`config.mk`:
```
export PLATFORM = sky130hd
export DESIGN_NAME = cond_unit
export DESIGN_NICKNAME = d
export VERILOG_FILES = /design/src/rtl/cond_unit.sv
export SDC_FILE = /design/constraint.sdc
export NUM_CORES = 1
export LEC_CHECK = 0
export ABC_AREA = 0
export CAP_MARGIN = 20
export CORE_MARGIN = 10
export CORE_UTILIZATION = 27
export DETAILED_ROUTE_END_ITERATION = 6
export PLACE_DENSITY_LB_ADDON = 0.25
export SYNTH_ARGS = -nofsm -noshare
export SYNTH_HDL_FRONTEND = slang
export SYNTH_SLANG_ARGS = --single-unit
```
`constraint.sdc`:
```
create_clock -name clk -period 1.1 [get_ports clk]
set_input_delay 0.22 -clock clk [delete_from_list [all_inputs] [get_ports clk]]
set_output_delay 0.22 -clock clk [all_outputs]
set_load 0.02 [all_outputs]
```
`src/rtl/cond_unit.sv`:
```
// cond_unit: conditional-execution stage of the multicycle ARM core.
// Holds the architectural NZCV flags and evaluates the instruction's 4-bit
// condition field once per instruction, at the end of the decode cycle. The
// registered result (CondEx) gates the decoder's PC, register-file and memory
// write requests, and it also gates the flag writes.
// Optional feature: define COND_UNIT_PERF_CNT_EN to build the executed and
// squashed instruction counters (ExecCnt / SkipCnt). Without the macro, both
// outputs are tied to zero and no counter flops are built.
module cond_unit #(
    parameter int CNT_W = 32
) (
    input  logic             clk,
    input  logic             reset,
    input  logic [3:0]       Cond,
    input  logic [3:0]       ALUFlags,
    input  logic [1:0]       FlagW,
    input  logic             PCS,
    input  logic             NextPC,
    input  logic             RegW,
    input  logic             MemW,
    input  logic             IRWrite,
    output logic             PCWrite,
    output logic             RegWrite,
    output logic             MemWrite,
    output logic [3:0]       Flags,
    output logic             CondEx,
    output logic [CNT_W-1:0] ExecCnt,
    output logic [CNT_W-1:0] SkipCnt
);

    typedef enum logic [3:0] {
        COND_EQ = 4'b0000,
        COND_NE = 4'b0001,
        COND_CS = 4'b0010,
        COND_CC = 4'b0011,
        COND_MI = 4'b0100,
        COND_PL = 4'b0101,
        COND_VS = 4'b0110,
        COND_VC = 4'b0111,
        COND_HI = 4'b1000,
        COND_LS = 4'b1001,
        COND_GE = 4'b1010,
        COND_LT = 4'b1011,
        COND_GT = 4'b1100,
        COND_LE = 4'b1101,
        COND_AL = 4'b1110,
        COND_NV = 4'b1111
    } cond_e;

    logic       n_flag, z_flag, c_flag, v_flag;
    logic       cond_comb;
    logic       decode_pending;
    logic [1:0] flag_we;

    assign {n_flag, z_flag, c_flag, v_flag} = Flags;

    // The fetch cycle must never write flags. CondEx can still hold the
    // previous instruction's result while IRWrite is high, so the write is
    // masked explicitly.
    assign flag_we = FlagW & {2{CondEx & ~IRWrite}};

    // Condition evaluation uses only the registered flags, never ALUFlags.
    always_comb begin
        // NOTE: assigning a default first means every path drives cond_comb,
        // so no latch can be inferred even if a case arm is later dropped.
        cond_comb = 1'b1;
        case (cond_e'(Cond))
            COND_EQ: cond_comb = z_flag;
            COND_NE: cond_comb = ~z_flag;
            COND_CS: cond_comb = c_flag;
            COND_CC: cond_comb = ~c_flag;
            COND_MI: cond_comb = n_flag;
            COND_PL: cond_comb = ~n_flag;
            COND_VS: cond_comb = v_flag;
            COND_VC: cond_comb = ~v_flag;
            COND_HI: cond_comb = c_flag & ~z_flag;
            COND_LS: cond_comb = ~c_flag | z_flag;
            COND_GE: cond_comb = (n_flag == v_flag);
            COND_LT: cond_comb = (n_flag != v_flag);
            COND_GT: cond_comb = ~z_flag & (n_flag == v_flag);
            COND_LE: cond_comb = z_flag | (n_flag != v_flag);
            default: cond_comb = 1'b1;   // AL, and 1111 treated as AL
        endcase
    end

    // Decode-pending marks the single cycle that follows the instruction fetch.
    always_ff @(posedge clk or negedge reset) begin
        // NOTE: sequential state uses non-blocking assignments so that every
        // flop samples the values from before the edge, whatever order the
        // blocks run in.
        if (!reset) decode_pending <= 1'b0;
        else        decode_pending <= IRWrite;
    end

    // CondEx is cleared at fetch, loaded at the end of decode, and then held.
    always_ff @(posedge clk or negedge reset) begin
        if (!reset)              CondEx <= 1'b0;
        else if (IRWrite)        CondEx <= 1'b0;
        else if (decode_pending) CondEx <= cond_comb;
    end

    // The N,Z half and the C,V half of the flags update independently.
    always_ff @(posedge clk or negedge reset) begin
        if (!reset) begin
            Flags <= 4'b0000;
        end else begin
            if (flag_we[1]) Flags[3:2] <= ALUFlags[3:2];
            if (flag_we[0]) Flags[1:0] <= ALUFlags[1:0];
        end
    end

    // The write enables are gated by the registered condition. A fetch (NextPC)
    // always updates the PC.
    assign PCWrite  = (PCS & CondEx) | NextPC;
    assign RegWrite = RegW & CondEx;
    assign MemWrite = MemW & CondEx;

`ifdef COND_UNIT_PERF_CNT_EN
    // Each evaluated instruction is counted once, at the end of its decode
    // cycle. Both counters wrap naturally.
    always_ff @(posedge clk or negedge reset) begin
        if (!reset) begin
            ExecCnt <= '0;
            SkipCnt <= '0;
        end else if (decode_pending) begin
            if (cond_comb) ExecCnt <= ExecCnt + 1'b1;
            else           SkipCnt <= SkipCnt + 1'b1;
        end
    end
`else
    assign ExecCnt = '0;
    assign SkipCnt = '0;
`endif

endmodule

```
==> results.tsv, run 1 <==
stage	metric	value	unit
global_route	antenna_found_initial	0	
detailed_routing	drt_first_pass_iters	3	
setup_path	reg2reg_depth	5	
setup_path	crit_type	reg -> reg	
detailed_routing	avgRoutedWirePerCell	12.2	um
place	place_congestion	0.783	
sta	clock_skew	0.00506	ns
floorplanning	initial_utilization	28.6	%
setup_path	path_cells	buf_6 > nor3b_2 > o211a_1 > nor3_2 > a31oi_1	
setup_path	rrSetupSlack	-0.11	ns
cells_and_area	multiInputGateArea	546	um^2
synthesis	synth_seq_area_share	16.9	%
sta	finalCritPeriodShare	110	%
place	dpl_worst_slack	-0.537	ns
cts	clk_pin_slew	0.05	ns
cts	cts_hold_buf	0	
cells_and_area	nNetsFinal	157	
cts	cts_buffers	3	
sta	drv_slew	0	
detailed_routing	drt-total-wl	2.21	mm
pwr	power	0.00137	W
sta	finalHoldViolCount	0	
pwr	cellLeakagePower	0.580	nW
cells_and_area	diodes	0	
setup_path	worst_ep_required_time	1.25	ns
detailed_routing	drt_iter0_markers	1	
setup_path	cp_max_fo	3	
cells_and_area	nFillCells	346	
place	dp.cells	178	
cts	cts_sinks	6	
global_route	grt_pass1_wl	3.33	mm
cells_and_area	syn2layout_area_growth	22.3	%
global_route	grt_usage	6.65	%
sta	rsz0062_at_grt	true	
cells_and_area	drive_gt1_share	27.5	%
detailed_routing	vias	593	
cts	clkLatencyLatePin	0.24	ns
synthesis	syn-mean-instance-area	8.53	um^2
run	drv_cap	0	
cts	clock-root-buffer	clkbuf_4	
setup_path	endpoint_kind	register	
floorplanning	io_pins	89	
detailed_routing	vias_per_cell	3.26	
setup_path	r2r_end	CondEx$_DFFE_PN0P_	
cts	cts_buffer_depth	2	
floorplanning	dieArea	5980	um^2
synthesis	ys_ff_latch	6	
global_route	overflow	0	
sta	fin_crit	1.21	ns
pwr	max-vdd-ir-drop	0.861	mV
synthesis	syn_area	887	um^2
setup_path	cp_slowest_stage_delay	0.42	ns
hold_path	hold_class	in -> async	
cells_and_area	fin_area	1080	um^2
outcome	status	complete, but fails checks	
setup_path	start_kind	register	
cells_and_area	seq_area	155	um^2
synthesis	synth-warning-count	0	
sta	fin_ws	-0.108	ns
floorplanning	core_area	3100	um^2
setup_path	crit_slowest_cell	dfrtp_2	
cells_and_area	finalNonFillerCells	182	
place	placed_cell_area	1010	um^2
floorplanning	die_x	77.3	um
setup_path	worstReg2RegStart	Flags[2]$_DFFE_PN0P_	
detailed_routing	top_layer	met4	
detailed_routing	drc_errors	0	
detailed_routing	met3_length	488	um
floorplanning	die_h	77.3	um
sta	max_freq	828	MHz
place	port_buffers	24	
global_route	grt_max_degree	8	
synthesis	syn_inst	104	
synthesis	synthDistinctLibCells	22	
outcome	violations	negative setup slack	
detailed_routing	final_antenna_net_count	0	
place	place_hpwl	2.00	mm
detailed_routing	wl_met1	665	um
cts	cts_tree	done	
detailed_routing	route.met2.wl	1.05	mm
pwr	powerDensity	1260	nW/um^2
setup_path	crit_arrival	1.36	ns
floorplanning	num_rows	20	
cts	h-tree-depth	1	
sta	setup_viol	9	
global_route	grt_pass1_vias	653	
==> sequential cells by signal, summed over array words and instances, names as in the netlist <==
register / flops
Flags: 4
CondEx: 1
decode_pending: 1
==> worst max-delay path, delay by kind of cell (launching register included) <==
family	cells	cell delay, ns
AOI/OAI and AO/OA	2	0.33
buffers and inverters	1	0.13
DFF	1	0.42
and+or+nand+nor	2	0.23
==> power breakdown <==
part,internal (W),total [W],switching [W],leakage (nW)
Clock,0.000124,0.000204,0.0000809,0.0138
Sequential,0.000280,0.000354,0.0000746,0.0681
Combinational,0.000368,0.000813,0.000445,0.498
Total,0.000772,0.00137,0.000600,0.580
==> synth_stat cells <==
cell type  count  area (um^2)
nor3b_2        1         12.5
o21ai_0        1         5.00
xnor2_1        3         26.3
and2_1         2         12.5
nor2_1         2         7.51
o21bai_1       2         15.0
a31oi_1        1         6.26
dfrtp_1        6          150
nand2_1        3         11.3
a22oi_1        1         7.51
and4b_2        1         11.3
nor3_1         1         5.00
nor2b_1        4         25.0
o211a_1        1         10.0
buf_4         64          480
a21o_1         1         7.51
nand4b_1       1         8.76
o2111ai_1      1         8.76
mux2_2         4         45.0
conb_1         1         3.75
mux2i_1        2         20.0
and2b_1        1         7.51
==> worst max-delay path by stage <==
stage	startpoint	to	slack [ns]
finish	Flags[2]$_DFFE_PN0P_	CondEx$_DFFE_PN0P_	-0.11
global route	Flags[2]$_DFFE_PN0P_	CondEx$_DFFE_PN0P_	-0.18
CTS	Flags[3]$_DFFE_PN0P_	CondEx$_DFFE_PN0P_	-0.11
detailed placement	Cond[2]	CondEx$_DFFE_PN0P_	-0.54
global placement	Cond[2]	CondEx$_DFFE_PN0P_	-0.53
floorplan	CondEx$_DFFE_PN0P_	Flags[0]$_DFFE_PN0P_	-0.02
==> metrics by stage <==
| step | hold slack [ns] | setup TNS, ns | utilization, % |
|---|---|---|---|
| 2_1_floorplan | -0.0756 | -0.0593 | - |
| 3_3_place_gp | 0.494 | -3.72 | 32.6 |
| 3_5_place_dp | 0.499 | -3.69 | 32.6 |
| 4_1_cts | 0.233 | -0.795 | 33.9 |
| 5_1_grt | 0.236 | -1.01 | 35.0 |
| 6_report | 0.226 | -0.722 | 35.0 |
==> area by class of cell <==
cell class | instances | share of cell area [%]
timing repair buffer | 32 | 28.3
tap | 44 | 5.07
clock buffer | 3 | 2.08
multi-input combinational | 97 | 50.3
sequential | 6 | 14.3
==> what timing repair did <==
item	in CTS	in global routing
setup endpoints to repair	13	11
pin swaps	8	1
gates resized for setup	48	13
buffers inserted	0	1
==> metal layers <==
metal / track usage, % / up-vias
li1: - / 278
met1: 6.06 / 264
met2: 10.1 / 49
met3: 6.29 / 2
met4: 2.74 / 0
met5: 0 / -
==> kinds of logic after synthesis <==
family / Yosys count / synth area share (%)
AO/OA/AOI/OAI: 8 / 6.77
XOR/XNOR: 3 / 2.96
buffers and inverters: 64 / 54.2
flip-flops: 6 / 16.9
multiplexers: 6 / 7.33
other: 1 / 0.423
AND/OR/NAND/NOR: 16 / 11.4
==> placed cells by master, fill, tap and decap left out, types with 2 or more instances in the layout <==
master and instances:
mux2i_2 2, dfrtp_2 4, clkbuf_4 3, dfrtp_1 2
conb_1 64, clkdlybuf4s50_1 14, and2_4 2, xnor2_1 2
buf_4 5, buf_6 9, mux2_4 4, o21bai_1 2
nor2_1 2, dlygate4sd2_1 2, nor2b_1 3, nand2_2 2
No activity file was read; power rests on OpenSTA's default activity.
==> run 2: changes to the inputs <==
- CORE_UTILIZATION: 27 -> 29
- clock period: 1.1 -> 1.3 ns (I/O delays scaled with it)
==> run 2 against run 1 <==
The flow now finishes without violations. Register-to-register slack improved by 0.19 ns. Critical path type is now in -> reg. Global-route usage shrank 0.54 points. Cell count fell by 7.7%. Worst hold slack gained 0.030 ns. Critical path depth did not move. Worst setup slack improved by 0.14 ns. Via count grew 0.17%. Largest power group unchanged. First-iteration DRC count increased to 8.0 times the previous value.
==> results.tsv, run 2 (same netlist as run 1, synthesis figures left out) <==
stage	metric	value	unit
outcome	status	finished, final reports clean	
global_route	overflow	0	
cells_and_area	mostFrequentLayoutCells	64 x conb_1, 13 x clkdlybuf4s50_1, 6 x buf_4	
setup_path	r2r_end	CondEx$_DFFE_PN0P_	
cells_and_area	fin_area	963	um^2
cts	post_cts_buffers	0	
detailed_routing	final_antenna_net_count	0	
setup_path	rrSetupSlack	0.08	ns
detailed_routing	vias_per_cell	3.54	
setup_path	crit_type	in -> reg	
sta	finalCritPeriodShare	97.4	%
sta	rsz0062_at_grt	true	
cells_and_area	nFillCells	322	
setup_path	endpoint_kind	register	
floorplanning	core_area	2980	um^2
floorplanning	die_h	75.3	um
cells_and_area	nNetsFinal	154	
sta	setup_viol	0	
place	port_buffers	24	
pwr	powerDensity	1060	nW/um^2
sta	drv_slew	0	
setup_path	start_kind	input port	
cts	h-tree-depth	1	
cells_and_area	diodes	0	
cells_and_area	largest_register_ffs	4	
pwr	max-vdd-ir-drop	0.526	mV
cells_and_area	syn2layout_area_growth	8.60	%
floorplanning	initial_utilization	29.8	%
setup_path	worst_ep_required_time	1.42	ns
cells_and_area	drive_gt1_share	16.3	%
detailed_routing	vias	594	
detailed_routing	drt_first_pass_iters	3	
detailed_routing	drc_errors	0	
setup_path	worstReg2RegStart	Flags[2]$_DFFE_PN0P_	
sta	finalHoldViolCount	0	
detailed_routing	avgRoutedWirePerCell	12.3	um
global_route	antenna_found_initial	0	
setup_path	reg2reg_depth	5	
place	place_congestion	0.692	
cts	cts_buffers	3	
pwr	cellLeakagePower	0.541	nW
place	placed_cell_area	962	um^2
sta	holdWs	0.256	ns
cts	cts_sinks	6	
place	dp.cells	165	
cts	clock-root-buffer	clkbuf_4	
floorplanning	io_pins	89	
global_route	grt_max_degree	9	
sta	max_freq	790	MHz
cts	cts_buffer_depth	2	
detailed_routing	drt-total-wl	2.07	mm
cells_and_area	finalNonFillerCells	168	
detailed_routing	drt_iter0_markers	8	
setup_path	cp_max_fo	2	
floorplanning	dieArea	5670	um^2
cells_and_area	reg_top3	Flags (4), CondEx (1), decode_pending (1)	
cells_and_area	finalCoreUtilization	32.4	%
floorplanning	num_rows	20	
global_route	grt_pass1_wl	2.59	mm
cells_and_area	final_common_cell	conb_1	
cts	cts_hold_buf	0	
pwr	power	0.00102	W
sta	clock_skew	0.00421	ns
hold_path	hold_class	in -> async	
global_route	grt_pass1_vias	556	
place	place_hpwl	1.92	mm
global_route	grt_usage	6.11	%
cts	cts_tree	done	
cts	clkLatencyLatePin	0.25	ns
setup_path	crit_arrival	1.39	ns
floorplanning	die_x	75.3	um
cts	clk_pin_slew	0.05	ns
cells_and_area	top_register	Flags	
sta	fin_crit	1.27	ns
run	drv_cap	0	
==> run 2: cell types whose count changed in the layout (fill, tap and decap cells not counted), moves of 3 or more <==
cell / before / now
buf_6: 9 / 0
dfrtp_1: 2 / 5
dfrtp_2: 4 / 1
mux2_2: 0 / 4
mux2_4: 4 / 0
==> run 2: area by class of cell <==
cell class	count	area (um^2)	share of cell area [%]
multi-input cells	97	500	51.9
repair buffers	29	248	25.7
flip-flops and latches	6	151	15.7
well taps	33	41.3	4.29
clock buffers	3	22.5	2.34
==> run 2: worst max-delay path by stage <==
stage,slack (ns),to,startpoint
after global routing,-0.02,CondEx$_DFFE_PN0P_,Cond[3]
after floorplan,0.11,CondEx$_DFFE_PN0P_,Flags[3]$_DFFE_PN0P_
after detailed placement,-0.39,RegWrite,RegW
final,0.03,CondEx$_DFFE_PN0P_,Cond[3]
after global placement,-0.39,MemWrite,MemW
after CTS,0.005,Flags[3],Flags[3]$_DFFE_PN0P_
==> run 2: power by group <==
part / leakage, nW / switching [W] / internal (W)
Clock: 0.0138 / 0.0000739 / 0.000105
Sequential: 0.0716 / 0.0000444 / 0.000232
Combinational: 0.456 / 0.000357 / 0.000209
==> run 2: per-layer routing <==
| layer | GRT usage (%) | up-vias | wire length [um] |
|---|---|---|---|
| li1 | - | 273 | - |
| met1 | 4.95 | 261 | 635 |
| met2 | 9.63 | 55 | 912 |
| met3 | 5.21 | 5 | 482 |
| met4 | 4.33 | 0 | 43 |
| met5 | 0 | - | 0 |
==> run 2: per-stage QoR <==
| stage | worst slack, ns | setup TNS (ns) |
|---|---|---|
| global route | -0.0222 | -0.0330 |
| global placement | -0.391 | -1.78 |
| detailed placement | -0.389 | -1.72 |
| floorplan | 0.110 | 0 |
| CTS | 0.00464 | 0 |
| finish | 0.0340 | 0 |
==> run 2: critical path, cell delays in order <==
cell	delay [ns]
clkdlybuf4s50_1	0.43
nor2b_1	0.16
and4b_2	0.23
nor3_1	0.19
a31oi_1	0.11
==> run 2: repair_timing <==
| action | CTS | global route |
|---|---|---|
| endpoints found under the setup margin | 9 | 6 |
| resized for setup | 20 | 9 |
| pin swaps | 0 | 2 |
==> run 3: changes to the inputs <==
- ABC_CLOCK_PERIOD_IN_PS: not set -> 1300
- CAP_MARGIN: 20 -> not set
- SLEW_MARGIN: not set -> 0
==> results of run 3 <==
Final layout, timing and power as in run 2 (identical DEF).
